**config.mk**
```make
export PLATFORM = sky130hd
export DESIGN_NAME = a_skew_feeder_flat
export DESIGN_NICKNAME = d
export VERILOG_FILES = /design/src/rtl/a_skew_feeder_if.sv /design/src/rtl/a_skew_feeder.sv /design/src/flat_wrapper.sv
export SDC_FILE = /design/constraint.sdc
export NUM_CORES = 1
export LEC_CHECK = 0
export ABC_AREA = 1
export BUFFER_PORTS_ARGS = -buffer_cell sky130_fd_sc_hd__buf_2
export CORE_UTILIZATION = 35
export DETAILED_ROUTE_END_ITERATION = 6
export SYNTH_ARGS = -nofsm -noshare
export SYNTH_HDL_FRONTEND = slang
export SYNTH_SLANG_ARGS = --single-unit
```
**constraint.sdc**
```tcl
create_clock -name clk -period 1.6 [get_ports clk]
set_input_delay 0.32 -clock clk [delete_from_list [all_inputs] [get_ports clk]]
set_output_delay 0.32 -clock clk [all_outputs]
set_load 0.02 [all_outputs]
```
**src/rtl/a_skew_feeder_if.sv**
```systemverilog
// Host/array-side bundle for the A-operand skew feeder.
// The master side is the host write path plus the array stall line; the
// slave side is the feeder itself, which drives the skewed lanes and status.
interface a_skew_feeder_if #(
   parameter int BITS_AB = 8,
   parameter int DIM     = 8
);
   localparam int RW = (DIM > 1) ? $clog2(DIM) : 1;

   logic                   load;
   logic [RW-1:0]          load_row;
   logic [BITS_AB*DIM-1:0] row_in;
   logic                   start;
   logic                   stall;
   logic [BITS_AB*DIM-1:0] a_out;
   logic                   a_valid;
   logic                   busy;
   logic                   done;
   logic                   load_err;

   modport master (
      output load, load_row, row_in, start, stall,
      input  a_out, a_valid, busy, done, load_err
   );

   modport slave (
      input  load, load_row, row_in, start, stall,
      output a_out, a_valid, busy, done, load_err
   );
endinterface

```
**src/rtl/a_skew_feeder.sv**
```systemverilog
// A-operand skew feeder for the systolic array.
// Holds one DIM x DIM tile written row by row, then on start emits one
// anti-diagonal per beat so lane i sees row i delayed by i cycles.
// All outputs are registered; the array can freeze the stream with stall.
module a_skew_feeder #(
   parameter int BITS_AB = 8,
   parameter int DIM     = 8
) (
   input  logic             clk,
   input  logic             rst_n,
   a_skew_feeder_if.slave   bus
);
   localparam int W  = BITS_AB * DIM;
   localparam int CW = $clog2(2 * DIM);
   localparam logic [CW-1:0] LAST_BEAT = CW'(2 * DIM - 2);

   typedef enum logic [1:0] {
      ST_IDLE   = 2'd0,
      ST_STREAM = 2'd1,
      ST_DONE   = 2'd2
   } state_e;

   state_e          state_q;
   logic [CW-1:0]   t_q;
   logic [W-1:0]    tile_q [DIM];
   logic [W-1:0]    a_out_q;
   logic            a_valid_q;
   logic            busy_q;
   logic            done_q;
   logic            load_err_q;
   logic [W-1:0]    beat_d;

   // Beat t: lane i carries tile[i][t-i] where that column exists, else zero.
   always_comb begin
      beat_d = '0;
      for (int i = 0; i < DIM; i++) begin
         for (int c = 0; c < DIM; c++) begin
            beat_d[i*BITS_AB +: BITS_AB] = beat_d[i*BITS_AB +: BITS_AB]
               | ((t_q == CW'(i + c)) ? tile_q[i][c*BITS_AB +: BITS_AB]
                                       : {BITS_AB{1'b0}});
         end
      end
   end

   // Control FSM with tile storage and registered outputs.
   always_ff @(posedge clk or negedge rst_n) begin
      if (!rst_n) begin
         state_q    <= ST_IDLE;
         t_q        <= '0;
         a_out_q    <= '0;
         a_valid_q  <= 1'b0;
         busy_q     <= 1'b0;
         done_q     <= 1'b0;
         load_err_q <= 1'b0;
         for (int r = 0; r < DIM; r++) begin
            tile_q[r] <= '0;
         end
      end else begin
         case (state_q)
            ST_IDLE: begin
               a_valid_q <= 1'b0;
               done_q    <= 1'b0;
               a_out_q   <= '0;
               t_q       <= '0;
               // A write wins over start in the same cycle.
               if (bus.load) begin
                  tile_q[bus.load_row] <= bus.row_in;
                  busy_q               <= 1'b0;
               end else if (bus.start) begin
                  state_q    <= ST_STREAM;
                  busy_q     <= 1'b1;
                  load_err_q <= 1'b0;
               end else begin
                  busy_q <= 1'b0;
               end
            end

            ST_STREAM: begin
               busy_q <= 1'b1;
               done_q <= 1'b0;
               if (bus.load) begin
                  load_err_q <= 1'b1;
               end
               if (bus.stall) begin
                  // Hold lanes, suppress this beat, keep the beat index.
                  a_valid_q <= 1'b0;
               end else begin
                  a_out_q   <= beat_d;
                  a_valid_q <= 1'b1;
                  t_q       <= t_q + CW'(1);
                  if (t_q == LAST_BEAT) begin
                     state_q <= ST_DONE;
                  end
               end
            end

            ST_DONE: begin
               // Completion cycle: lanes cleared, done pulses, busy still high.
               a_out_q   <= '0;
               a_valid_q <= 1'b0;
               done_q    <= 1'b1;
               busy_q    <= 1'b1;
               t_q       <= '0;
               state_q   <= ST_IDLE;
               if (bus.load) begin
                  load_err_q <= 1'b1;
               end
            end

            default: begin
               state_q   <= ST_IDLE;
               t_q       <= '0;
               a_out_q   <= '0;
               a_valid_q <= 1'b0;
               busy_q    <= 1'b0;
               done_q    <= 1'b0;
            end
         endcase
      end
   end

   assign bus.a_out    = a_out_q;
   assign bus.a_valid  = a_valid_q;
   assign bus.busy     = busy_q;
   assign bus.done     = done_q;
   assign bus.load_err = load_err_q;

endmodule

```
**src/flat_wrapper.sv**
```systemverilog
// flat-port wrapper written by rule: the top's interface ports become plain ports
module a_skew_feeder_flat 
#(
   parameter int BITS_AB = 8,
   parameter int DIM     = 8
)
  (clk, rst_n, bus_load, bus_load_row, bus_row_in, bus_start, bus_stall, bus_a_out, bus_a_valid, bus_busy, bus_done, bus_load_err);
  a_skew_feeder_if #(.BITS_AB(BITS_AB), .DIM(DIM)) bus_i ();
  input  logic clk;
  input  logic rst_n;
  input wire logic [$bits(bus_i.load)-1:0] bus_load;
  input wire logic [$bits(bus_i.load_row)-1:0] bus_load_row;
  input wire logic [$bits(bus_i.row_in)-1:0] bus_row_in;
  input wire logic [$bits(bus_i.start)-1:0] bus_start;
  input wire logic [$bits(bus_i.stall)-1:0] bus_stall;
  output wire logic [$bits(bus_i.a_out)-1:0] bus_a_out;
  output wire logic [$bits(bus_i.a_valid)-1:0] bus_a_valid;
  output wire logic [$bits(bus_i.busy)-1:0] bus_busy;
  output wire logic [$bits(bus_i.done)-1:0] bus_done;
  output wire logic [$bits(bus_i.load_err)-1:0] bus_load_err;
  assign bus_i.load = bus_load;
  assign bus_i.load_row = bus_load_row;
  assign bus_i.row_in = bus_row_in;
  assign bus_i.start = bus_start;
  assign bus_i.stall = bus_stall;
  assign bus_a_out = bus_i.a_out;
  assign bus_a_valid = bus_i.a_valid;
  assign bus_busy = bus_i.busy;
  assign bus_done = bus_i.done;
  assign bus_load_err = bus_i.load_err;
  a_skew_feeder #(.BITS_AB(BITS_AB), .DIM(DIM)) u_core (.clk(clk), .rst_n(rst_n), .bus(bus_i));
endmodule
```
==> summary.md <==
| Metric | Value |
|---|---|
| Outcome | `complete, but fails checks` |
| Failing checks | `design-rule violations, negative setup slack` |
| Port Buffers | `139` |
| Most common cell after layout, fill and taps aside | `nand2_1` |
| P per Cell Area | `1450 mW/mm^2` |
| Crit share post-route | `118%` |
| Hold Crit Class | `primary input to flip-flop` |
| Grt ovf | `0` |
| DP HPWL | `67600 um` |
| Dpl cells | `4284` |
| Yosys Warn Count | `0` |
| Worst Reg-to-Reg Cells | `11` |
| Clk root buf | `clkbuf_16` |
| Die Y | `277 um` |
| Crit path buffers/inverters | `5` |
| Crit path max-delay family | `buffers and inverters` |
| Share of cells above drive strength 1 | `between 30% and 40%` |
| Unique masters post-synth | `18` |
| Fmax | `531 MHz` |
| CP max stage delay | `0.40 ns` |
| WP depth | `11` |
| First-pass GRT wire length | `165000 um` |
| Fin cells | `4555` |
| Nets | `between 3000 and 4000` |
| Synthesized area | `approximately 0.026 mm^2` |
| Syn-to-layout area delta | `43.4%` |
| RSZ-0062 raised after global routing | `yes` |
| Worst path slowest cell | `dfrtp_1` |
| Maxcap violations | `0` |
| Die W | `277 um` |
| Hold path depth | `4` |
| Placer Congestion | `0.862` |
| Clock skew | `roughly 0.017 ns` |
| CTS Buffer Depth | `3` |
| Largest net degree at the start of global routing | `85` |
| GRT Total Usage | `~29%` |
| H-tree Lvls | `3` |
| Cell count after synthesis | `about 3200` |
| Initial antenna violation count | `4` |
| Reg clk slew, reported paths | `0.06 ns` |
| Drt initial violations | `3806` |
| Seq cells post-synth | `586` |
| Worst Setup Start Kind | `flip-flop` |
| Final Hold Viols | `0` |
| Tightest hold margin | `around 0.083 ns` |
| Maximum VDD drop | `0.781 mV` |
| Number of global-route vias before repair | `24507` |
| Pleak | `between 15 and 20 nW` |
| Initial Util | `35.4%` |
| # setup viols final | `576` |
| Syn_nets | `3253` |
| Num rows | `100` |
| I/O pins | `140` |
| EDFF count, synth | `0` |
| Final worst setup slack | `-0.284 ns` |
| Clock Latency Late Sink | `0.61 ns` |
| Die Footprint | `0.0767 mm^2` |
| Most common flop cell mapped by yosys | `dfrtp_1` |
| Core Region | `about 0.075 mm^2` |
| DR DRC count | `1` |
| Most Frequent Cell on Critical Path | `buf_12` |
| Most frequent cells in the layout | `nand2_1, dfrtp_1, nand4_1` |
| Req. time, crit path | `2.06 ns` |
| Post-synth ARST share | `100%` |
| Final Slew Violations | `0` |
| Worst endpoint data arrival time | `2.34 ns` |
| Worst slew pin tran | `1.09 ns` |
| Total number of vias | `27179` |
| Clock sink total | `586` |
| Critical Path Fanout Max | `22` |
| Rel. slew slack | `a little over a quarter` |
| Min Clock Period, post-route | `1.88 ns` |
| Via density | `~6.0` |
| Synth Area per Inst | `8.34 um^2` |
| Crit end category | `flip-flop` |
| Register area share after synthesis | `between 50% and 60%` |
| Drt pass-1 iters | `7` |
| Final wirelength | `123000 um` |
| Routed len/inst | `26.9 um` |
| Fillers | `6641` |
| Post-route ant nets | `0` |
| TritonCTS clock tree | `built` |
| CP Cell Sequence | `inv_2, ha_4, nand2_4, buf_6, nor2_4, buf_12, buf_12, nand2_8, buf_16, nand2_1, o21ai_0` |
| Clock buffer count from CTS | `66` |
| Crit Path Category | `flip-flop to flip-flop` |
repair_timing:
item / 4_1_cts / 5_1_grt
endpoints found under the setup margin: 559 / 583
resized for setup: 320 / 685
hold buffers: 2 / 0
buffers inserted: 39 / 46
hold endpoints to repair: 311 / 0
pin swaps: 28 / 87
gates cloned: 48 / 41
worst min-delay path, cell delays in order:
cell	delay, ns
buf_2	0.13
inv_1	0.07
nand2_1	0.07
a21oi_1	0.07
worst paths after layout:
check | from | endpoint | slack (ns)
max reg2reg | u_core.state_q[1]$_DFFE_PN0P_ | u_core.tile_q[47]$_DFFE_PN0P_ | -0.28
max | u_core.state_q[1]$_DFFE_PN0P_ | u_core.tile_q[47]$_DFFE_PN0P_ | -0.28
min in group asynchronous | rst_n | u_core.bus.a_out[10]$_DFFE_PN0N_ | 0.16
min | bus_stall | u_core.t_q[2]$_DFFE_PN0N_ | 0.08
min reg2reg | u_core.bus.a_out[9]$_DFFE_PN0N_ | u_core.bus.a_out[9]$_DFFE_PN0N_ | 0.47
max in group asynchronous | rst_n | u_core.bus.a_out[29]$_DFFE_PN0N_ | 0.69
final cells by class:
class	count	area, um^2	share of cell area [%]
flip-flops and latches	586	14700	38.7
diodes	1	2.50	0.00659
inverters	83	340	0.897
multi-input cells	2235	12400	32.7
clock buffers	97	1950	5.14
repair buffers	571	7200	19.0
well taps	969	1210	3.19
clock inverters	13	148	0.389
layer usage:
layer	vias to the layer above	track usage, %	part of all wire [%]
li1	11557	-	-
met5	-	0	0.019
met2	1792	45.4	45
met1	13403	38.2	38
met4	4	12.3	6.3
met3	423	5.86	11
kinds of logic (layout without fill, tap and decap cells):
logic type / count (synthesis) / in the layout / share of synthesized area, %
compound gates: 524 / 524 / 9.93
fa+ha+maj: 8 / 8 / 0.378
buf+inv: 359 / 764 / 6.03
flops: 586 / 586 / 55.4
other cells: 0 / 1 / 0
simple gates: 1696 / 1703 / 28.3
per-stage QoR:
step	setup TNS (ns)	util [%]	power (mW)	setup WS (ns)	area, um^2
floorplan	0	-	29.2	0.0435	26500
global placement	-13.10	40.6	33.8	-0.328	30300
detailed placement	-30.18	40.6	34.3	-0.348	30300
CTS	-55.59	46.8	51.1	-0.200	35000
global route	-127.39	50.8	57.3	-0.322	38000
finish	-92.40	50.8	55.0	-0.284	38000
registers in the layout, indices dropped and copies added, names as in the netlist:
| name | flops |
|---|---|
| u_core.bus.done | 1 |
| u_core.tile_q | 512 |
| u_core.bus.a_out | 64 |
| u_core.bus.load_err | 1 |
| u_core.bus.a_valid | 1 |
| u_core.bus.busy | 1 |
| u_core.t_q | 4 |
| u_core.state_q | 2 |
power by group:
part / internal (mW) / leakage, nW / switching [mW]
clock network: 8.90 / 1.04 / 6.38
logic: 6.84 / 10.3 / 8.10
registers: 20.6 / 7.49 / 4.20
cells in the mapped netlist, types with 2 or more instances:
library cell	n	share of area, %
dfrtp_1	586	55
nand3_1	82	1.6
inv_1	81	1.1
nor2_1	136	1.9
nand2_1	1074	15
clkbuf_1	90	1.3
inv_2	2	0.028
nand4_1	401	9.5
buf_4	14	0.40
a21oi_1	2	0.038
ha_1	8	0.38
o21ai_0	521	9.9
buf_2	157	3.0
buf_1	15	0.21
(Power assumes the default switching activity.)
